$ cat config.mk
export PLATFORM = sky130hd
export DESIGN_NAME = jk_bank_driver
export DESIGN_NICKNAME = d
export VERILOG_FILES = /design/src/rtl/jk_drv_pkg.sv /design/src/rtl/jk_excite.sv /design/src/rtl/jk_bank_driver.sv
export SDC_FILE = /design/constraint.sdc
export NUM_CORES = 1
export LEC_CHECK = 0
export CORE_MARGIN = 5
export CORE_UTILIZATION = 45
export DETAILED_ROUTE_END_ITERATION = 8
export PLACE_DENSITY = 0.72
export SYNTH_ARGS = -nofsm -noshare
export SYNTH_HDL_FRONTEND = slang
export SYNTH_SLANG_ARGS = --single-unit
$ cat constraint.sdc
create_clock -name clk -period 2.55 [get_ports clk]
set_input_delay 0.3825 -clock clk [delete_from_list [all_inputs] [get_ports clk]]
set_output_delay 0.3825 -clock clk [all_outputs]
set_load 0.02 [all_outputs]
$ cat src/rtl/jk_drv_pkg.sv
// jk_drv_pkg: command codes, FSM states and shared constants for the JK bank driver
package jk_drv_pkg;
    localparam logic [1:0] CMD_WR  = 2'b00;
    localparam logic [1:0] CMD_PRE = 2'b01;
    localparam logic [1:0] CMD_CLR = 2'b10;
    localparam logic [1:0] CMD_TOG = 2'b11;
    localparam int SYNC_DEPTH = 2;
    typedef enum logic [2:0] {IDLE, SETUP, STROBE, RELEASE, ASYNC, SYNC, CHECK} state_t;
    function automatic logic is_async(input logic [1:0] c);
        return c == CMD_PRE || c == CMD_CLR;
    endfunction
endpackage

$ cat src/rtl/jk_excite.sv
// jk_excite: per-bit JK excitation steering each bit toward its target, or toggling all bits
module jk_excite #(
    parameter int N = 4
) (
    input  logic [N-1:0] q,
    input  logic [N-1:0] t,
    input  logic         tog,
    output logic [N-1:0] j,
    output logic [N-1:0] k
);
    always_comb begin
        j = {N{tog}} | (t & ~q);
        k = {N{tog}} | (~t & q);
    end
endmodule

$ cat src/rtl/jk_bank_driver.sv
// jk_bank_driver: strobes a negedge JK flip-flop bank per command and confirms the result via Q readback
module jk_bank_driver
    import jk_drv_pkg::*;
#(
    parameter int N          = 4,
    parameter int STROBE_LEN = 2,
    parameter int MAX_RETRY  = 2
) (
    input  logic         clk,
    input  logic         rstn,
    input  logic [1:0]   cmd,
    input  logic [N-1:0] din,
    input  logic         valid,
    output logic         ready,
    input  logic [N-1:0] qfb,
    output logic [N-1:0] jo,
    output logic [N-1:0] ko,
    output logic         fclk,
    output logic         pren,
    output logic         clrn,
    output logic [N-1:0] qexp,
    output logic         done,
    output logic         err
);
    localparam int CW = $clog2((STROBE_LEN > SYNC_DEPTH ? STROBE_LEN : SYNC_DEPTH) + 1);
    localparam int RW = MAX_RETRY > 0 ? $clog2(MAX_RETRY + 1) : 1;
    state_t state, state_n;
    logic [1:0] cmd_r, cmd_n;
    logic [N-1:0] q1, qs, ej, ek, qexp_n, jo_n, ko_n;
    logic [CW-1:0] cnt, cnt_n;
    logic [RW-1:0] retry, retry_n;
    logic accept, fclk_n, pren_n, clrn_n, done_n, err_n;
    assign ready  = rstn && state == IDLE;
    assign accept = valid && ready;
    // First pass of a toggle flips every bit; retries steer each bit toward QEXP instead
    jk_excite #(.N(N)) u_excite (
        .q  (qs),
        .t  (accept ? din : qexp),
        .tog(accept && cmd == CMD_TOG),
        .j  (ej),
        .k  (ek)
    );
    always_comb begin
        state_n = state;
        cmd_n   = cmd_r;
        cnt_n   = cnt;
        retry_n = retry;
        qexp_n  = qexp;
        err_n   = err;
        done_n  = 1'b0;
        case (state)
            IDLE: if (accept) begin
                cmd_n   = cmd;
                qexp_n  = cmd == CMD_WR ? din : cmd == CMD_PRE ? '1 : cmd == CMD_CLR ? '0 : ~qs;
                err_n   = 1'b0;
                retry_n = '0;
                cnt_n   = CW'(STROBE_LEN - 1);
                state_n = is_async(cmd) ? ASYNC : SETUP;
            end
            SETUP: state_n = STROBE;
            STROBE: begin
                state_n = cnt == '0 ? RELEASE : STROBE;
                cnt_n   = cnt - CW'(1);
            end
            RELEASE: begin
                state_n = SYNC;
                cnt_n   = CW'(SYNC_DEPTH - 1);
            end
            ASYNC: begin
                state_n = cnt == '0 ? SYNC : ASYNC;
                cnt_n   = cnt == '0 ? CW'(SYNC_DEPTH - 1) : cnt - CW'(1);
            end
            SYNC: begin
                state_n = cnt == '0 ? CHECK : SYNC;
                cnt_n   = cnt - CW'(1);
            end
            CHECK: if (qs == qexp) begin
                done_n  = 1'b1;
                state_n = IDLE;
            end else if (retry < RW'(MAX_RETRY)) begin
                retry_n = retry + RW'(1);
                cnt_n   = CW'(STROBE_LEN - 1);
                state_n = is_async(cmd_r) ? ASYNC : SETUP;
            end else begin
                err_n   = 1'b1;
                state_n = IDLE;
            end
            default: state_n = IDLE;
        endcase
        fclk_n = state_n != STROBE;
        pren_n = !(state_n == ASYNC && cmd_n == CMD_PRE);
        clrn_n = !(state_n == ASYNC && cmd_n == CMD_CLR);
        jo_n   = state_n == SETUP ? ej : (state_n == STROBE || state_n == RELEASE) ? jo : '0;
        ko_n   = state_n == SETUP ? ek : (state_n == STROBE || state_n == RELEASE) ? ko : '0;
    end
    always_ff @(posedge clk) begin
        q1 <= qfb;
        qs <= q1;
    end
    // Pin outputs are registered so the bank never sees decode glitches on FCLK/PREn/CLRn
    always_ff @(posedge clk) begin
        if (!rstn) begin
            state <= IDLE;
            cmd_r <= CMD_WR;
            cnt   <= '0;
            retry <= '0;
            qexp  <= '0;
            err   <= 1'b0;
            done  <= 1'b0;
            fclk  <= 1'b1;
            pren  <= 1'b1;
            clrn  <= 1'b1;
            jo    <= '0;
            ko    <= '0;
        end else begin
            state <= state_n;
            cmd_r <= cmd_n;
            cnt   <= cnt_n;
            retry <= retry_n;
            qexp  <= qexp_n;
            err   <= err_n;
            done  <= done_n;
            fclk  <= fclk_n;
            pren  <= pren_n;
            clrn  <= clrn_n;
            jo    <= jo_n;
            ko    <= ko_n;
        end
    end
endmodule
Yosys cells after proc, flatten, opt, wreduce, memory -nomap -nowiden

Index checks and enable logic that the tools add are counted.

Word-level logic and storage cells: 100
Bits of input ports: 13
Bits in registers: 34

Add/sub/neg operators: 2
Mux-type cells: 32
Equal/unequal tests: 24
Order comparisons: 1
Reduce and logical (&&, ||, !) cells: 21
Bitwise logic cells: 6

Operators by type and width:

| kind                                                 | count |
|---|---|
| two-way mux 4 bit                                    | 7 |
| one-hot mux 3 bit (7 select lines)                   | 1 |
| two-way mux 2 bit                                    | 10 |
| two-way mux 3 bit                                    | 5 |
| equality test 3 x 2 -> 1 bit (second input constant) | 4 |
| equality test 3 bit (second input constant)          | 4 |
| AND reduction 4 bit                                  | 3 |
| inequality test 2 bit (second input constant)        | 5 |
| one-hot mux 2 bit (5 select lines)                   | 1 |
| bitwise AND 4 bit                                    | 2 |
| equality test 2 bit (second input constant)          | 4 |
| inverter 4 bit                                       | 2 |
| bitwise OR 4 bit                                     | 2 |
| equality test 2 x 1 -> 1 bit (second input constant) | 3 |
| equality test 3 x 1 -> 1 bit (second input constant) | 2 |
| two-way mux 1 bit                                    | 6 |
| logical AND 1 bit                                    | 5 |
| nonzero test 5 bit                                   | 1 |
| equality test 4 bit                                  | 1 |
| zero test 2 bit                                      | 2 |
| one-hot mux 2 bit (2 select lines)                   | 1 |
| AND reduction 2 bit                                  | 2 |
| zero test 3 bit                                      | 1 |
| logical OR 1 bit                                     | 3 |
| other kinds (8)                                      | 9 |

Longest topological paths before layout

Gate-level depths: netlist of run 1.

Depth in word-level cells: 10
Depth in mapped cells: 7
Mapped depth without buffers: 7

Cells and area by module

Synthesis of run 1 repeated with hierarchy kept, for this count alone.

Cell total of the unflattened synthesis: 193
Area, all modules: 1637.8 um^2

By module, submodules not included:

| module         | instances | area each (um^2) | sequential area each (um^2) | cells each |
|---|---|---|---|---|
| jk_bank_driver | 1         | 1557.7           | 680.7                       | 181 |
| jk_excite      | 1         | 80.1             | 0.0                         | 12 |

Least setup slack after synthesis of run 1

OpenSTA, ideal clock, no wires.

Kind: register -> register
Start: register state[2]
End: register ko[1]
Path buffers: 2
Cell stages (with the launch flop): 8
Setup time: 86 ps
Slack: 758 ps
Period minus slack after synthesis: 1792 ps
Arrival: 1706 ps
Cell sequence: dfxtp_1 nor4b_4 and2_1 buf_4 buf_6 mux2i_1 a221oi_1 a211oi_1

Word-level cells in the longest chain between the ends: 8
Elaborated cells between the ends (all ways): 22
Classes of those cells: eq/ne (10); mux (4); bitwise (3); reduce/logical (5)

RTL lines:

| item                                                                        | RTL line                                   | source |
|---|---|---|
| start: declaration                                                          | jk_bank_driver.sv:27                       | `state_t state, state_n;` |
| start signal: assignment                                                    | jk_bank_driver.sv:116                      | `state <= state_n;` |
| zero test 3 bit *                                                           | jk_bank_driver.sv:33                       | `assign ready = rstn && state == IDLE;` |
| logical AND 1 bit *                                                         | jk_bank_driver.sv:33                       |  |
| via ready                                                                   | jk_bank_driver.sv:14                       | `output logic ready,` |
| logical AND 1 bit *                                                         | jk_bank_driver.sv:34                       | `assign accept = valid && ready;` |
| two-way mux 3 bit or two-way mux 4 bit (tied branches)                      | jk_bank_driver.sv:52, jk_bank_driver.sv:38 |  |
| one-hot mux 3 bit (7 select lines) or inverter 4 bit (tied branches)        | jk_bank_driver.sv:51, jk_excite.sv:13      |  |
| equality test 3 x 2 -> 1 bit or bitwise AND 4 bit (tied branches)           | jk_bank_driver.sv:94, jk_excite.sv:13      |  |
| logical OR 1 bit or bitwise OR 4 bit (tied branches)                        | jk_bank_driver.sv:94, jk_excite.sv:13      |  |
| inequality test 2 bit (no source line) or two-way mux 4 bit (tied branches) | n/a                                        |  |
| end signal: assignment                                                      | jk_bank_driver.sv:127                      | `ko <= ko_n;` |
| end: declaration                                                            | jk_bank_driver.sv:17                       | `output logic [N-1:0] ko,` |

The timed path passes the listed nets; every way through them passes the cells marked *.
A chain may end at the register's enable or synchronous reset.

Worst setup path in the final report of run 1

Start: input cmd[1]
End: register jo[3]

Word-level cells in the longest chain between the ends: 8
Elaborated cells between the ends (all ways): 15
Classes of those cells: eq/ne (7); mux (4); bitwise (1); reduce/logical (3)

RTL lines:

| item                                                                | RTL line              | source |
|---|---|---|
| start: declaration                                                  | jk_bank_driver.sv:11  | `input logic [1:0] cmd,` |
| equality test 2 x 1 -> 1 bit or equality test 2 bit (tied branches) | jk_drv_pkg.sv:10      | `return c == CMD_PRE \|\| c == CMD_CLR;` |
| logical OR 1 bit                                                    | jk_drv_pkg.sv:10      |  |
| two-way mux 3 bit                                                   | jk_bank_driver.sv:58  | `state_n = is_async(cmd) ? ASYNC : SETUP;` |
| two-way mux 3 bit                                                   | jk_bank_driver.sv:52  | `IDLE: if (accept) begin` |
| one-hot mux 3 bit (7 select lines)                                  | jk_bank_driver.sv:51  | `case (state)` |
| equality test 3 x 2 -> 1 bit                                        | jk_bank_driver.sv:93  | `jo_n = state_n == SETUP ? ej : (state_n == STROBE \|\| state_n == RELEASE) ? jo : '0;` |
| logical OR 1 bit                                                    | jk_bank_driver.sv:93  |  |
| inequality test 2 bit (no source line)                              | n/a                   |  |
| end signal: assignment                                              | jk_bank_driver.sv:126 | `jo <= jo_n;` |
| end: declaration                                                    | jk_bank_driver.sv:16  | `output logic [N-1:0] jo,` |

Several ways; a longest one is shown, not always the timed one.

==> flow_summary.json, run 1 <==
{
  "slew_violations": 0,
  "wirelength_mm": 3.84,
  "synth.area.top_cells": "dfxtp_1, ha_1, a21oi_1",
  "max_cap_viol_count": 0,
  "ys.flop_type": "dfxtp_1",
  "syn2layout_area_growth_pct": 29.0,
  "fp.dieH_um": 71.0,
  "leakage_nw": 0.888,
  "rows": 22,
  "ctsHoldBuffers": 0,
  "crit_buf_inv": 3,
  "yosysTopAreaCell": "dfxtp_1",
  "synth-seq-cells": 34,
  "cp-startpoint": "cmd[1]",
  "grt_use_total_pct": 16.5,
  "rrSetupSlack_ps": 430,
  "worst-path-stages": 8,
  "final_common_cell": "dfxtp_1",
  "finalSetupTns_ps": 0,
  "finalNetCount": 229,
  "r2r-start": "state[0]",
  "antenna_found_initial": 0,
  "synth_nets": 196,
  "vias": 1438,
  "status": "completed",
  "cts_resized": 0,
  "regArea_um2": 681,
  "grt_pass1_vias": 1355,
  "coreArea_um2": 3630,
  "startpoint_type": "input port",
  "die_width_um": 71.0,
  "cts_tree": "built",
  "cts_buffers": 5,
  "synthCells": 177,
  "worst-r2r-cell-count": 5,
  "synth_area_um2": 1670,
  "htree_levels": 2,
  "antenna_cells": 0,
  "portBuffers": 30,
  "clock_latency_ps": 290,
  "setup_viol": 0,
  "place.gp.congestion": 0.836,
  "clockRootBuffer": "clkbuf_8",
  "wire_per_inst_um": 14.8,
  "arrival_ps": 2400,
  "grt_max_degree": 18,
  "multiInputGateArea_um2": 900,
  "path_cells": "clkdlybuf4s50_1, inv_1, ha_1, inv_1, o311ai_0, o21bai_1, a211oi_2, o211a_1",
  "worst_pin_slew_ps": 571,
  "io_pins": 31,
  "cts_buffer_depth": 2,
  "cpPeakStageDelay_ps": 480,
  "crit_end": "jo[3]",
  "regToRegEndpoint": "ko[0]",
  "end_kind": "register",
  "avgSynthCellArea_um2": 9.45,
  "start_util_pct": 46.0,
  "viasPerCell": 5.55,
  "finalCritPeriodShare_pct": 87.1,
  "netlist.area_leader.share_pct": 40.7,
  "path_delay_family": "compound AO/OA/AOI/OAI gates",
  "ys_seq_area_share_pct": 40.7,
  "power.total_w": 0.00199,
  "grt_overflow": 0,
  "worst_path_max_delay_cell": "clkdlybuf4s50_1",
  "synthArstFlopShare_pct": 0,
  "clock-sinks": 34,
  "die_area_um2": 5040,
  "critical_path_class": "in2reg",
  "drtAntennaViolNets": 0,
  "postCtsSetupRepairBufs": 0,
  "grt_pass1_wl_mm": 6.49,
  "path_max_fanout": 4,
  "synth_warnings": 0,
  "post-route-min-period_ps": 2220,
  "synth-edff-count": 0,
  "drtIter0Drc": 106,
  "drc": 0,
  "layout-drive-gt1-share_pct": 11.4,
  "fin_skew_ps": 4.89,
  "rsz0062_at_grt": "false",
  "cpMostUsedCell": "inv_1",
  "cp.required_ps": 2730,
  "cts.clk_slew.worst_paths_ps": 70,
  "dp_hpwl_mm": 2.83,
  "hold_path.class": "reg2reg",
  "slew_headroom_pct": 61.9,
  "synth_cell_types": 47,
  "final.fill_count": 313,
  "clock.fmax_ghz": 0.450,
  "hold_viol_final": 0,
  "vdd_drop_max_v": 0.000491,
  "powerDensity_nw_per_um2": 921,
  "final_cell_mix": "dfxtp_1, clkdlybuf4s50_1, nand2_1",
  "dr.pass1.iters": 4
}
-- flip-flops by register name, indices dropped and copies added, names as in the netlist --
name   cells
state      3
done       1
clrn       1
ko         4
cnt        2
jo         4
retry      2
q1         4
qexp       4
err        1
cmd_r      2
fclk       1
qs         4
pren       1
-- cell families after synthesis --
group / Yosys count / synth area share [%]
simple gates: 55 / 19.1
compound gates: 54 / 24.7
flops: 34 / 40.7
buf+inv: 18 / 5.53
xor+xnor: 6 / 3.14
fa+ha+maj: 6 / 4.49
mux: 4 / 2.39
-- report_power, final --
group | internal (W) | switching (W) | total [W] | leakage (nW)
Clock | 0.000417 | 0.000194 | 0.000611 | 0.0714
Combinational | 0.000297 | 0.000376 | 0.000673 | 0.538
Sequential | 0.000600 | 0.000105 | 0.000705 | 0.279
Total | 0.00131 | 0.000674 | 0.00199 | 0.888
-- worst register-to-register path, cell delays in order (launching register included) --
cell and delay (ps):
dfxtp_1 470, nor4b_4 390, and2_1 480, a21boi_2 140, a211o_1 340, a211oi_1 220
-- stage by stage --
step           instances  hold WS [ps]  worst slack (ps)  instance area [um^2]  util, %
2_1_floorplan        177           310               758                  1670        -
5_1_grt              259           340               235                  2160     59.4
3_5_place_dp         251           314              63.8                  2020     55.5
3_3_place_gp         251           310               173                  2020     55.5
4_1_cts              259           331               339                  2160     59.4
6_report             259           329               328                  2160     59.4
-- layer usage --
metal / vias up / share of wire, % / track usage, %
met5: - / 0 / 0
met4: 0 / 1.6 / 7.52
met3: 6 / 4.7 / 6.11
met2: 41 / 51 / 25.2
met1: 685 / 43 / 20.7
li1: 706 / - / -
-- final cells by class --
class / count / area share [%]
clock buffers: 6 / 3.83
clock inverters: 2 / 2.78
inverters: 8 / 1.39
multi-input cells: 125 / 41.7
flip-flops and latches: 34 / 31.5
well taps: 48 / 2.78
repair buffers: 36 / 16.0
-- Yosys cell counts (3+ instances only) --
library cell and count:
a211oi_1 5, o21ai_0 7, nand2_1 15, nor3b_1 3, o211a_1 5, nor3_1 3
dfxtp_1 34, clkbuf_1 3, mux2i_1 4, ha_1 6, inv_1 7, a21oi_1 14
nor2_1 9, nand3b_1 3, o221ai_1 5, buf_4 4, a221oi_1 4, xor2_1 5
and2_1 7
-- worst min path at each step --
stage          startpoint  endpoint  cells after the start
6_report            q1[3]     qs[3]                      0
5_1_grt             q1[3]     qs[3]                      0
4_1_cts             q1[0]     qs[0]                      0
3_5_place_dp        q1[0]     qs[0]                      0
3_3_place_gp        q1[1]     qs[1]                      0
2_1_floorplan       q1[0]     qs[0]                      0
Power figures use the tool's default switching activity.
==> run 2, diff against run 1 <==
--- a/config.mk
+++ b/config.mk
@@ -9,6 +9,7 @@
 export CORE_UTILIZATION = 45
 export DETAILED_ROUTE_END_ITERATION = 8
 export PLACE_DENSITY = 0.72
+export SLEW_MARGIN = 0
 export SYNTH_ARGS = -nofsm -noshare
 export SYNTH_HDL_FRONTEND = slang
 export SYNTH_SLANG_ARGS = --single-unit
==> results of run 2 <==
Same layout as run 1: the final DEF is identical, and so are final timing and power.
